$ cat src/rtl/rf_write_arbiter.sv
// Register-file write-port arbiter: four requesters (ALU writeback, load unit,
// branch-link, debug/CSR) share one write port through round-robin arbitration.
// The winner's address and data are registered and drive the write decoder.
// Optional build macro: RF_ZERO_REG_PROTECT_EN -- when defined, a winning
// request to address 0 is granted but does not assert wr_en.
module rf_write_arbiter #(
    parameter int DATA_W = 16,
    parameter int ADDR_W = 3
) (
    input  logic                  clk,
    input  logic                  reset,
    input  logic [3:0]            req,
    input  logic [4*ADDR_W-1:0]   req_addr,
    input  logic [4*DATA_W-1:0]   req_data,
    output logic [3:0]            gnt,
    output logic                  wr_en,
    output logic [ADDR_W-1:0]     wr_addr,
    output logic [DATA_W-1:0]     wr_data,
    output logic                  busy
);

    logic [1:0]        ptr_p1;
    logic [3:0]        gnt_p1;
    logic              wr_en_p1;
    logic [ADDR_W-1:0] addr_p1;
    logic [DATA_W-1:0] data_p1;
    logic              busy_p1;

    logic [3:0]        elig_p0;
    logic              found_p0;
    logic [1:0]        win_p0;
    logic [1:0]        idx_p0;
    logic [3:0]        win_oh_p0;
    logic [3:0]        rem_p0;
    logic [ADDR_W-1:0] win_addr_p0;
    logic [DATA_W-1:0] win_data_p0;
    logic              wr_ok_p0;

    // Stage p0: mask the currently granted requester and pick the first
    // eligible one starting at the round-robin pointer.
    always_comb begin
        elig_p0  = req & ~gnt_p1;
        found_p0 = 1'b0;
        win_p0   = ptr_p1;
        idx_p0   = ptr_p1;
        // Scan from the farthest offset down so the nearest eligible wins.
        for (int i = 3; i >= 0; i--) begin
            idx_p0 = ptr_p1 + i[1:0];
            if (elig_p0[idx_p0]) begin
                found_p0 = 1'b1;
                win_p0   = idx_p0;
            end
        end
        win_oh_p0   = found_p0 ? (4'b0001 << win_p0) : 4'b0000;
        rem_p0      = req & ~win_oh_p0;
        win_addr_p0 = req_addr[win_p0*ADDR_W +: ADDR_W];
        win_data_p0 = req_data[win_p0*DATA_W +: DATA_W];
`ifdef RF_ZERO_REG_PROTECT_EN
        // Register 0 is hard-wired zero: grant the request but suppress the write.
        wr_ok_p0 = found_p0 && (win_addr_p0 != '0);
`else
        wr_ok_p0 = found_p0;
`endif
    end

    // Stage p1: register the grant, write command and pointer update.
    always_ff @(posedge clk) begin
        if (reset) begin
            ptr_p1   <= 2'd0;
            gnt_p1   <= 4'b0000;
            wr_en_p1 <= 1'b0;
            addr_p1  <= '0;
            data_p1  <= '0;
            busy_p1  <= 1'b0;
        end else begin
            gnt_p1   <= win_oh_p0;
            wr_en_p1 <= wr_ok_p0;
            busy_p1  <= |rem_p0;
            if (found_p0) begin
                ptr_p1  <= win_p0 + 2'd1;
                addr_p1 <= win_addr_p0;
                data_p1 <= win_data_p0;
            end
        end
    end

    assign gnt     = gnt_p1;
    assign wr_en   = wr_en_p1;
    assign wr_addr = addr_p1;
    assign wr_data = data_p1;
    assign busy    = busy_p1;

endmodule

$ cat config.mk
export PLATFORM = sky130hd
export DESIGN_NAME = rf_write_arbiter
export DESIGN_NICKNAME = d
export VERILOG_FILES = /design/src/rtl/rf_write_arbiter.sv
export SDC_FILE = /design/constraint.sdc
export NUM_CORES = 1
export LEC_CHECK = 0
export BUFFER_PORTS_ARGS = -buffer_cell sky130_fd_sc_hd__buf_2
export CAP_MARGIN = 0
export CORE_UTILIZATION = 35
export CTS_CLUSTER_SIZE = 14
export DETAILED_ROUTE_END_ITERATION = 16
export PLACE_DENSITY = 0.68
export SLEW_MARGIN = 10
export SYNTH_ARGS = -nofsm -noshare
export SYNTH_HDL_FRONTEND = slang
export SYNTH_SLANG_ARGS = --single-unit
$ cat constraint.sdc
create_clock -name clk -period 3 [get_ports clk]
set_input_delay 0.6 -clock clk [delete_from_list [all_inputs] [get_ports clk]]
set_output_delay 0.6 -clock clk [all_outputs]
set_load 0.05 [all_outputs]
==> parameters.txt, run 1 <==
Parameter                              Value

Status
  Run status    complete, no violations

Route
  WL per Instance    13.0 µm
  Detailed Route WL    4.03 mm
  Via count    1599
  Final routed DRC violation total    0
  Iteration-0 DRC Markers    56
  Post-detailed-route count of antenna-violating nets    0
  1st-pass router iterations    5
  Ratio of routed vias to standard cells    5.16

Placement
  Weighted congestion at the end of routability-driven global placement    0.838
  Detailed Place HPWL    3.07 mm
  Port Buffer Count    106
  Dpl cell area    2060 µm²

Global route
  Number of global-route vias before repair    1429
  Overall routing resource usage    17.5%
  Global-route wire length before repair    6.03 mm
  Maximum number of pins on one net before global-route repair    42
  Initial antenna violation count    0
  Total congestion overflow    0

Clocking
  TritonCTS buffer count    3
  Maximum buffer depth of the clock tree    2
  CTS root buf    clkbuf_8
  H-tree depth reported by CTS    1
  Count of buffers added by post-CTS timing repair for setup    0
  Later-pin clock latency in the skew report    270 ps
  TritonCTS clock tree    done
  CTS sink count    27
  Post-cts repair resize count    0
  CTS clock-pin slew for the worst setup and hold paths    100 ps
  Count of hold-fix buffers inserted at cts    0

Worst setup path
  Critical Path RT    3190 ps
  Category of cells accounting for the largest share of critical-path delay    simple AND/OR/NAND/NOR gates
  Maximum net fanout on the critical path    41
  Crit end category    register
  Slowest Stage Delay on Critical Path    440 ps
  Cell Chain, Critical Path    buf_2, nand2b_1, or3b_1, a32o_2, buf_4, xnor2_1, a211oi_1
  Arrival @ worst endpoint    2370 ps
  Worst path buffer plus inverter count    2
  CP startpoint kind    primary input
  Kind of critical path    primary input to register
  Number of cells on the worst reg-to-reg path    6
  Setup slack, reg-to-reg    860 ps
  Destination of the worst register-to-register timing path    ptr_p1[1]
  Crit-path slowest cell    or3b_1
  Critical register-to-register path startpoint    gnt[0]

Floorplan
  DIE WIDTH    67.1 µm
  Number of top-level pins    107
  Count of standard-cell rows    23
  Starting density of the core    36.8%
  Area of the die    4500 µm²
  Vertical die dimension    67.1 µm
  Area of the core    4030 µm²

STA
  Post-route worst hold slack    472 ps
  RSZ-0062 raised after global routing    no
  Share of the clock period used by the worst path after layout    72.5%
  Worst-margin pin slew    656 ps
  Normalized max-slew margin    56.2%
  Clock tree skew after final layout    3.74 ps
  Final number of setup-violating endpoints    0
  F_max    0.460 GHz
  Max-slew violation total from the final report    0
  Final-layout setup total negative slack    0 ps
  Final min period    2180 ps
  Endpoints failing hold    0

Logic synthesis
  Proportion of synthesized chip area in sequential cells    36.5%
  Synthesized cell area    1480 µm²
  Post-Syn Nets    238
  Average size of a mapped cell    9.50 µm²
  Yosys warning total    0
  Number of distinct library cells after synthesis    33
  Synthesized netlist cell count    156
  Post-synthesis sequential element count    27

Min path
  Class of the tightest hold or removal check    register to register
  Start point of the worst hold path    wr_data[4]
  Hold EP    wr_data[4]
  Hold Path Depth    2

Final layout
  Ant. Diodes    0
  Final standard cell area without fillers    2110 µm²
  Share of post-route cells with drive strength above 1    45.0%
  P&R area growth vs syn    42.3%
  Number of nets in the finished design    343
  Final Core Density    52.4%

Power
  Final total power    2070 µW
  Static Leak    0.00105 µW
  Peak ir drop on the vdd network    0.482 mV
  Power per unit of standard cell area    983 nW/µm²

Flow run
  # Max-Cap Violations    0
worst min-delay path: stages (launching register included):
cell	delay, ps
dfxtp_1	330
nand2_1	50
o221ai_1	60
cell usage in the layout, fill, tap and decap left out, types with 2 or more instances in the layout:
master | Yosys | layout
dfxtp_1 | 27 | 27
buf_2 | 8 | 106
o21ai_0 | 3 | 3
clkbuf_8 | 0 | 3
o22ai_1 | 2 | 2
o221ai_1 | 19 | 19
nand2b_1 | 5 | 5
buf_4 | 0 | 5
mux2i_1 | 38 | 38
nand2_1 | 20 | 20
nor2_1 | 8 | 8
area by class of cell:
cell class / count / area [µm²]
Sequential cell: 27 / 541
Multi-Input combinational cell: 117 / 888
Fill cell: 424 / 1920
Clock inverter: 1 / 5.00
Clock buffer: 3 / 41.3
Tap cell: 50 / 62.6
Timing Repair Buffer: 111 / 568
Inverter: 1 / 3.75
how the worst max path moves through the flow:
stage / to / slack, ps / cells after the start / from
2_1_floorplan: busy / 780 / 7 / gnt[3]
3_3_place_gp: wr_addr[1] / 590 / 7 / req[0]
3_5_place_dp: ptr_p1[1] / 550 / 7 / req[0]
4_1_cts: ptr_p1[1] / 830 / 7 / req[0]
5_1_grt: wr_data[10] / 660 / 7 / req[0]
6_report: ptr_p1[1] / 820 / 7 / req[0]
cells by family (layout without fill, tap and decap cells):
group / count (synthesis) / in the layout / synth area share [%]
compound gates: 36 / 36 / 19.5
xor+xnor: 1 / 1 / 0.591
simple gates: 41 / 41 / 13.3
mux: 39 / 39 / 26.4
buf+inv: 12 / 116 / 3.71
flops: 27 / 27 / 36.5
power by group:
group	switching [µW]	internal (µW)	leakage, µW
Combinational	856	428	0.000804
Sequential	81.0	501	0.000224
Clock	114	93.0	0.0000255
Total	1050	1020	0.00105
flip-flops by register name, indices dropped and copies added, names as in the netlist:
| name | cells |
|---|---|
| gnt | 4 |
| busy | 1 |
| wr_data | 16 |
| wr_en | 1 |
| ptr_p1 | 2 |
| wr_addr | 3 |
cells in the mapped netlist:
cell        n  area share [%]
a211oi_1    1            0.51
a21o_1      1            0.51
a21oi_1     1            0.34
a222oi_1    1            0.68
a32o_1      1            0.68
a32oi_1     1            0.59
and3b_1     1            0.59
and4_1      1            0.59
buf_2       8             2.7
clkbuf_1    3            0.76
dfxtp_1    27              36
inv_1       1            0.25
mux2_2      1            0.76
mux2i_1    38              26
nand2_1    20             5.1
nand2b_1    5             2.1
nand3b_1    1            0.51
nand4_1     1            0.42
nor2_1      8             2.0
nor2b_1     1            0.42
nor3b_1     1            0.51
o211ai_1    1            0.51
o21a_1      1            0.51
o21ai_0     3             1.0
o21ai_1     1            0.34
o221ai_1   19              11
o22ai_1     2            0.84
o2bb2ai_1   1            0.59
o31a_1      1            0.59
o41ai_1     1            0.59
or3b_1      1            0.59
or4_1       1            0.51
xnor2_1     1            0.59
through the flow:
stage                     std cells  setup WS (ps)
after floorplan                 156            778
after detailed placement        306            546
after global routing            310            657
final                           310            825
after global placement          306            586
after CTS                       310            831
per-layer routing:
layer | up-vias | part of all wire (%) | global-route usage (%)
met5 | - | 0 | 0
met4 | 0 | 0.89 | 6.38
met3 | 4 | 5.0 | 2.57
met2 | 56 | 53 | 31.9
met1 | 733 | 41 | 20.3
li1 | 806 | - | -
Power figures use the tool's default switching activity.
==> run 2, diff against run 1 <==
ABC_AREA = 1   (was not set)
PLACE_DENSITY = 0.64   (was 0.68)
clock period = 1.8 ns   (was 3 ns; I/O delays follow)
==> run 2 against run 1 <==
  * The run now ends with setup timing left
  * Worst hold slack worse by 170 ps
  * Via count increased by 66%
  * Critical path type is now register to register
  * Synthesized cell count increased by 120%
  * Clock skew decreased by 0.90 ps
  * Routed wire length is 72% higher
  * Synthesized area is 35% higher
  * Cell count is 76% higher
  * First-iteration DRC count grew to 3.1 times the previous value
  * Critical path depth increased by 9
==> parameters.txt, run 2 <==
Parameter                              Value

Logic synthesis
  Area fraction in compound gates after synthesis    5.37% (was 19.5%)
  Most used flip-flop cell after synthesis    dfxtp_1 (unchanged)
  Synth Area in XOR/XNOR    0.811% (was 0.591%)
  Simple-Gate Fraction of Synth Area    51.9% (was 13.3%)
  Average size of a mapped cell    5.84 µm² (was 9.50 µm²)
  Top post-synthesis cells by count    112 x nand2_1, 50 x nand3_1, 49 x nor2_1 (was 38 x mux2i_1, 27 x dfxtp_1, 20 x nand2_1)
  Yosys warning total    0 (unchanged)
  Synthesized cell area    2000 µm² (was 1480 µm²)
  Number of flops mapped to enable cells by yosys    0 (unchanged)
  Library cell with the largest summed area after synthesis    dfxtp_1 (unchanged)
  Adder-cell share of the synthesized area    0% (unchanged)
  Post-Syn Nets    425 (was 238)
  Top-count cell post-synth    nand2_1 (was mux2i_1)
  Fraction of post-synthesis cell area in the top cell type by area    27.0% (was 36.5%)
  Number of distinct library cells after synthesis    26 (was 33)
  Synthesized netlist cell count    343 (was 156)
  Post-synthesis sequential element count    27 (unchanged)
  Share of cell area taken by muxes after synthesis    0% (was 26.4%)
  Combinational family with the most area after synthesis    simple AND/OR/NAND/NOR gates (was multiplexers)
  Area contributors post-synth    dfxtp_1 27%, nand2_1 21%, nand3_1 12%, nor2_1 9.2%, inv_1 5.6% (was dfxtp_1 36%, mux2i_1 26%, o221ai_1 11%, nand2_1 5.1%, buf_2 2.7%)
  Fraction of synthesis flops using an asynchronous set or reset pin    0% (unchanged)
  Proportion of synthesized chip area in sequential cells    27.0% (was 36.5%)

Placement
  Detailed Place HPWL    4.84 mm (was 3.07 mm)
  Dpl cell area    2750 µm² (was 2060 µm²)
  Port Buffer Count    106 (unchanged)
  Number of placed instances, taps included    532 (was 306)
  Weighted congestion at the end of routability-driven global placement    0.833 (was 0.838)

Floorplan
  DIE WIDTH    77.7 µm (was 67.1 µm)
  Area of the core    5510 µm² (was 4030 µm²)
  Area of the die    6030 µm² (was 4500 µm²)
  Count of standard-cell rows    27 (was 23)
  Vertical die dimension    77.7 µm (was 67.1 µm)
  Starting density of the core    36.4% (was 36.8%)
  Number of top-level pins    107 (unchanged)

Status
  Violations in the final reports    setup timing
  Run status    finished, violations left (was complete, no violations)

Clocking
  Maximum buffer depth of the clock tree    2 (unchanged)
  Later-pin clock latency in the skew report    280 ps (was 270 ps)
  H-tree depth reported by CTS    1 (unchanged)
  TritonCTS clock tree    done (unchanged)
  CTS clock-pin slew for the worst setup and hold paths    90 ps (was 100 ps)
  Count of hold-fix buffers inserted at cts    0 (unchanged)
  CTS root buf    clkbuf_8 (unchanged)
  TritonCTS buffer count    3 (unchanged)
  CTS sink count    27 (unchanged)

Worst setup path
  Crit end category    register (unchanged)
  Slowest Stage Delay on Critical Path    350 ps (was 440 ps)
  Arrival @ worst endpoint    2090 ps (was 2370 ps)
  Number of cells on the worst reg-to-reg path    16 (was 6)
  Crit-path slowest cell    dfxtp_2 (was or3b_1)
  Destination of the worst register-to-register timing path    busy (was ptr_p1[1])
  Critical register-to-register path startpoint    ptr_p1[0] (was gnt[0])
  Maximum net fanout on the critical path    4 (was 41)
  Cell Chain, Critical Path    buf_6, xnor2_4, inv_2, nand2_2, nand2_2, nand2_2, nand2_4, nand2_4, nand2_8, buf_6, nand2_4, nand2_1, nand2_1, nand2_1, nor2_1, nor2_1 (was buf_2, nand2b_1, or3b_1, a32o_2, buf_4, xnor2_1, a211oi_1)
  Timing startpoint of the critical path    ptr_p1[0] (was req[0])
  CP startpoint kind    register (was primary input)
  Setup slack, reg-to-reg    -120 ps (was 860 ps)
  Kind of critical path    register to register (was primary input to register)
  Critical Path RT    1980 ps (was 3190 ps)

Route
  Post-detailed-route count of antenna-violating nets    0 (unchanged)
  Final routed DRC violation total    0 (unchanged)
  WL per Instance    12.7 µm (was 13.0 µm)
  Detailed Route WL    6.95 mm (was 4.03 mm)
  Ratio of routed vias to standard cells    4.86 (was 5.16)
  Iteration-0 DRC Markers    171 (was 56)
  Via count    2660 (was 1599)
  1st-pass router iterations    4 (was 5)

STA
  Final min period    1920 ps
  Worst-margin pin slew    275 ps (was 656 ps)
  F_max    0.522 GHz
  Max-slew violation total from the final report    0 (unchanged)
  Final-layout setup total negative slack    -1290 ps (was 0 ps)
  Share of the clock period used by the worst path after layout    106%
  Normalized max-slew margin    81.8% (was 56.2%)
  Clock tree skew after final layout    2.84 ps (was 3.74 ps)
  Final number of setup-violating endpoints    20 (was 0)
  Endpoints failing hold    0 (unchanged)
  Worst Setup Slack, final    -117 ps (was 825 ps)
  RSZ-0062 raised after global routing    yes (was no)

Global route
  Total congestion overflow    0 (unchanged)
  Global-route wire length before repair    10.7 mm (was 6.03 mm)
  Maximum number of pins on one net before global-route repair    24 (was 42)
  Initial antenna violation count    0 (unchanged)
  Overall routing resource usage    22.0% (was 17.5%)
  Number of global-route vias before repair    2411 (was 1429)

Min path
  Hold EP    wr_data[6] (was wr_data[4])
  Class of the tightest hold or removal check    primary input to register (was register to register)
  Hold Path Depth    3 (was 2)
  Start point of the worst hold path    req_data[38] (was wr_data[4])

Final layout
  Number of nets in the finished design    558 (was 343)
  Most frequent cells in the layout    106 x buf_2, 88 x nand2_1, 38 x nor2_1 (was 106 x buf_2, 38 x mux2i_1, 27 x dfxtp_1)
  Filler cells    517 (was 424)
  Sequential cell area in the final layout    548 µm² (was 541 µm²)
  Most common cell after layout, fill and taps aside    buf_2 (unchanged)
  Final standard cell area without fillers    3240 µm² (was 2110 µm²)
  P&R area growth vs syn    61.5% (was 42.3%)
  Max reg flops    16 (unchanged)
  Share of post-route cells with drive strength above 1    47.2% (was 45.0%)
  Non-Filler Instances    547 (was 310)
  Ant. Diodes    0 (unchanged)
  Combined area of the multi-input logic cells    1420 µm² (was 888 µm²)

Flow run
  # Max-Cap Violations    0 (unchanged)
==> run 2: cell types whose count changed in the layout (fill, tap and decap cells not counted), moves of 7 or more <==
| cell | change |
|---|---|
| inv_1 | +29 |
| o221ai_1 | -19 |
| nor2_1 | +30 |
| nor2_2 | +10 |
| o21ai_0 | +10 |
| buf_4 | +19 |
| mux2i_1 | -38 |
| nand3_2 | +15 |
| inv_2 | +7 |
| nand4_1 | +12 |
| nand2_1 | +68 |
| nand3_1 | +35 |
| nand2_2 | +24 |
==> run 2: what timing repair did <==
action / in CTS / in global routing
pin swaps: 11 / 16
buffers inserted: 3 / 2
gates resized for setup: 36 / 44
endpoints found under the setup margin: 21 / 23
cloned: 3 / 3
==> run 2: cell type report <==
| type | count | area share [%] |
|---|---|---|
| clock buffer | 4 | 1.39 |
| inverter | 40 | 4.95 |
| tap | 72 | 2.78 |
| multi-input combinational | 259 | 43.9 |
| timing repair buffer | 145 | 30.1 |
| sequential | 27 | 16.9 |
==> run 2: worst max-delay path, delay by kind of cell, from the launching register on <==
kind	cells	cell delay, ps
buf+inv	3	330
xor+xnor	1	200
flops	1	350
simple gates	12	920
==> run 2: cells by family after synthesis <==
| kind of cell | Yosys count |
|---|---|
| AO/OA/AOI/OAI | 18 |
| XOR/XNOR | 1 |
| buffers and inverters | 59 |
| flip-flops | 27 |
| AND/OR/NAND/NOR | 238 |
==> run 2: routing by layer <==
| layer | GRT usage [%] | vias to the layer above | part of all wire [%] | wire (µm) |
|---|---|---|---|---|
| li1 | - | 1352 | - | - |
| met1 | 26.8 | 1207 | 42 | 2910 |
| met2 | 39.7 | 85 | 51 | 3540 |
| met3 | 3.76 | 16 | 5.4 | 377 |
| met4 | 5.47 | 0 | 1.7 | 118 |
| met5 | 0 | - | 0 | 0 |
==> run 2: worst max path at each step <==
stage	depth (start not counted)	to	slack, ps
6_report	16	busy	-120
5_1_grt	15	wr_addr[0]	-230
4_1_cts	15	wr_data[6]	-40
3_5_place_dp	18	wr_addr[0]	-70
3_3_place_gp	14	busy	-40
2_1_floorplan	14	wr_data[6]	40
==> run 2: per-stage QoR <==
stage | hold slack, ps | util (%) | setup slack (ps)
2_1_floorplan | 425 | - | 42.4
3_5_place_dp | 514 | 49.9 | -69.4
5_1_grt | 305 | 58.8 | -235
3_3_place_gp | 503 | 49.9 | -41.2
6_report | 301 | 58.8 | -117
4_1_cts | 305 | 54.4 | -40.3
Power of run 2 is not shown: default switching activity piles up to over one toggle a cycle in this logic, so the estimate is an artifact.
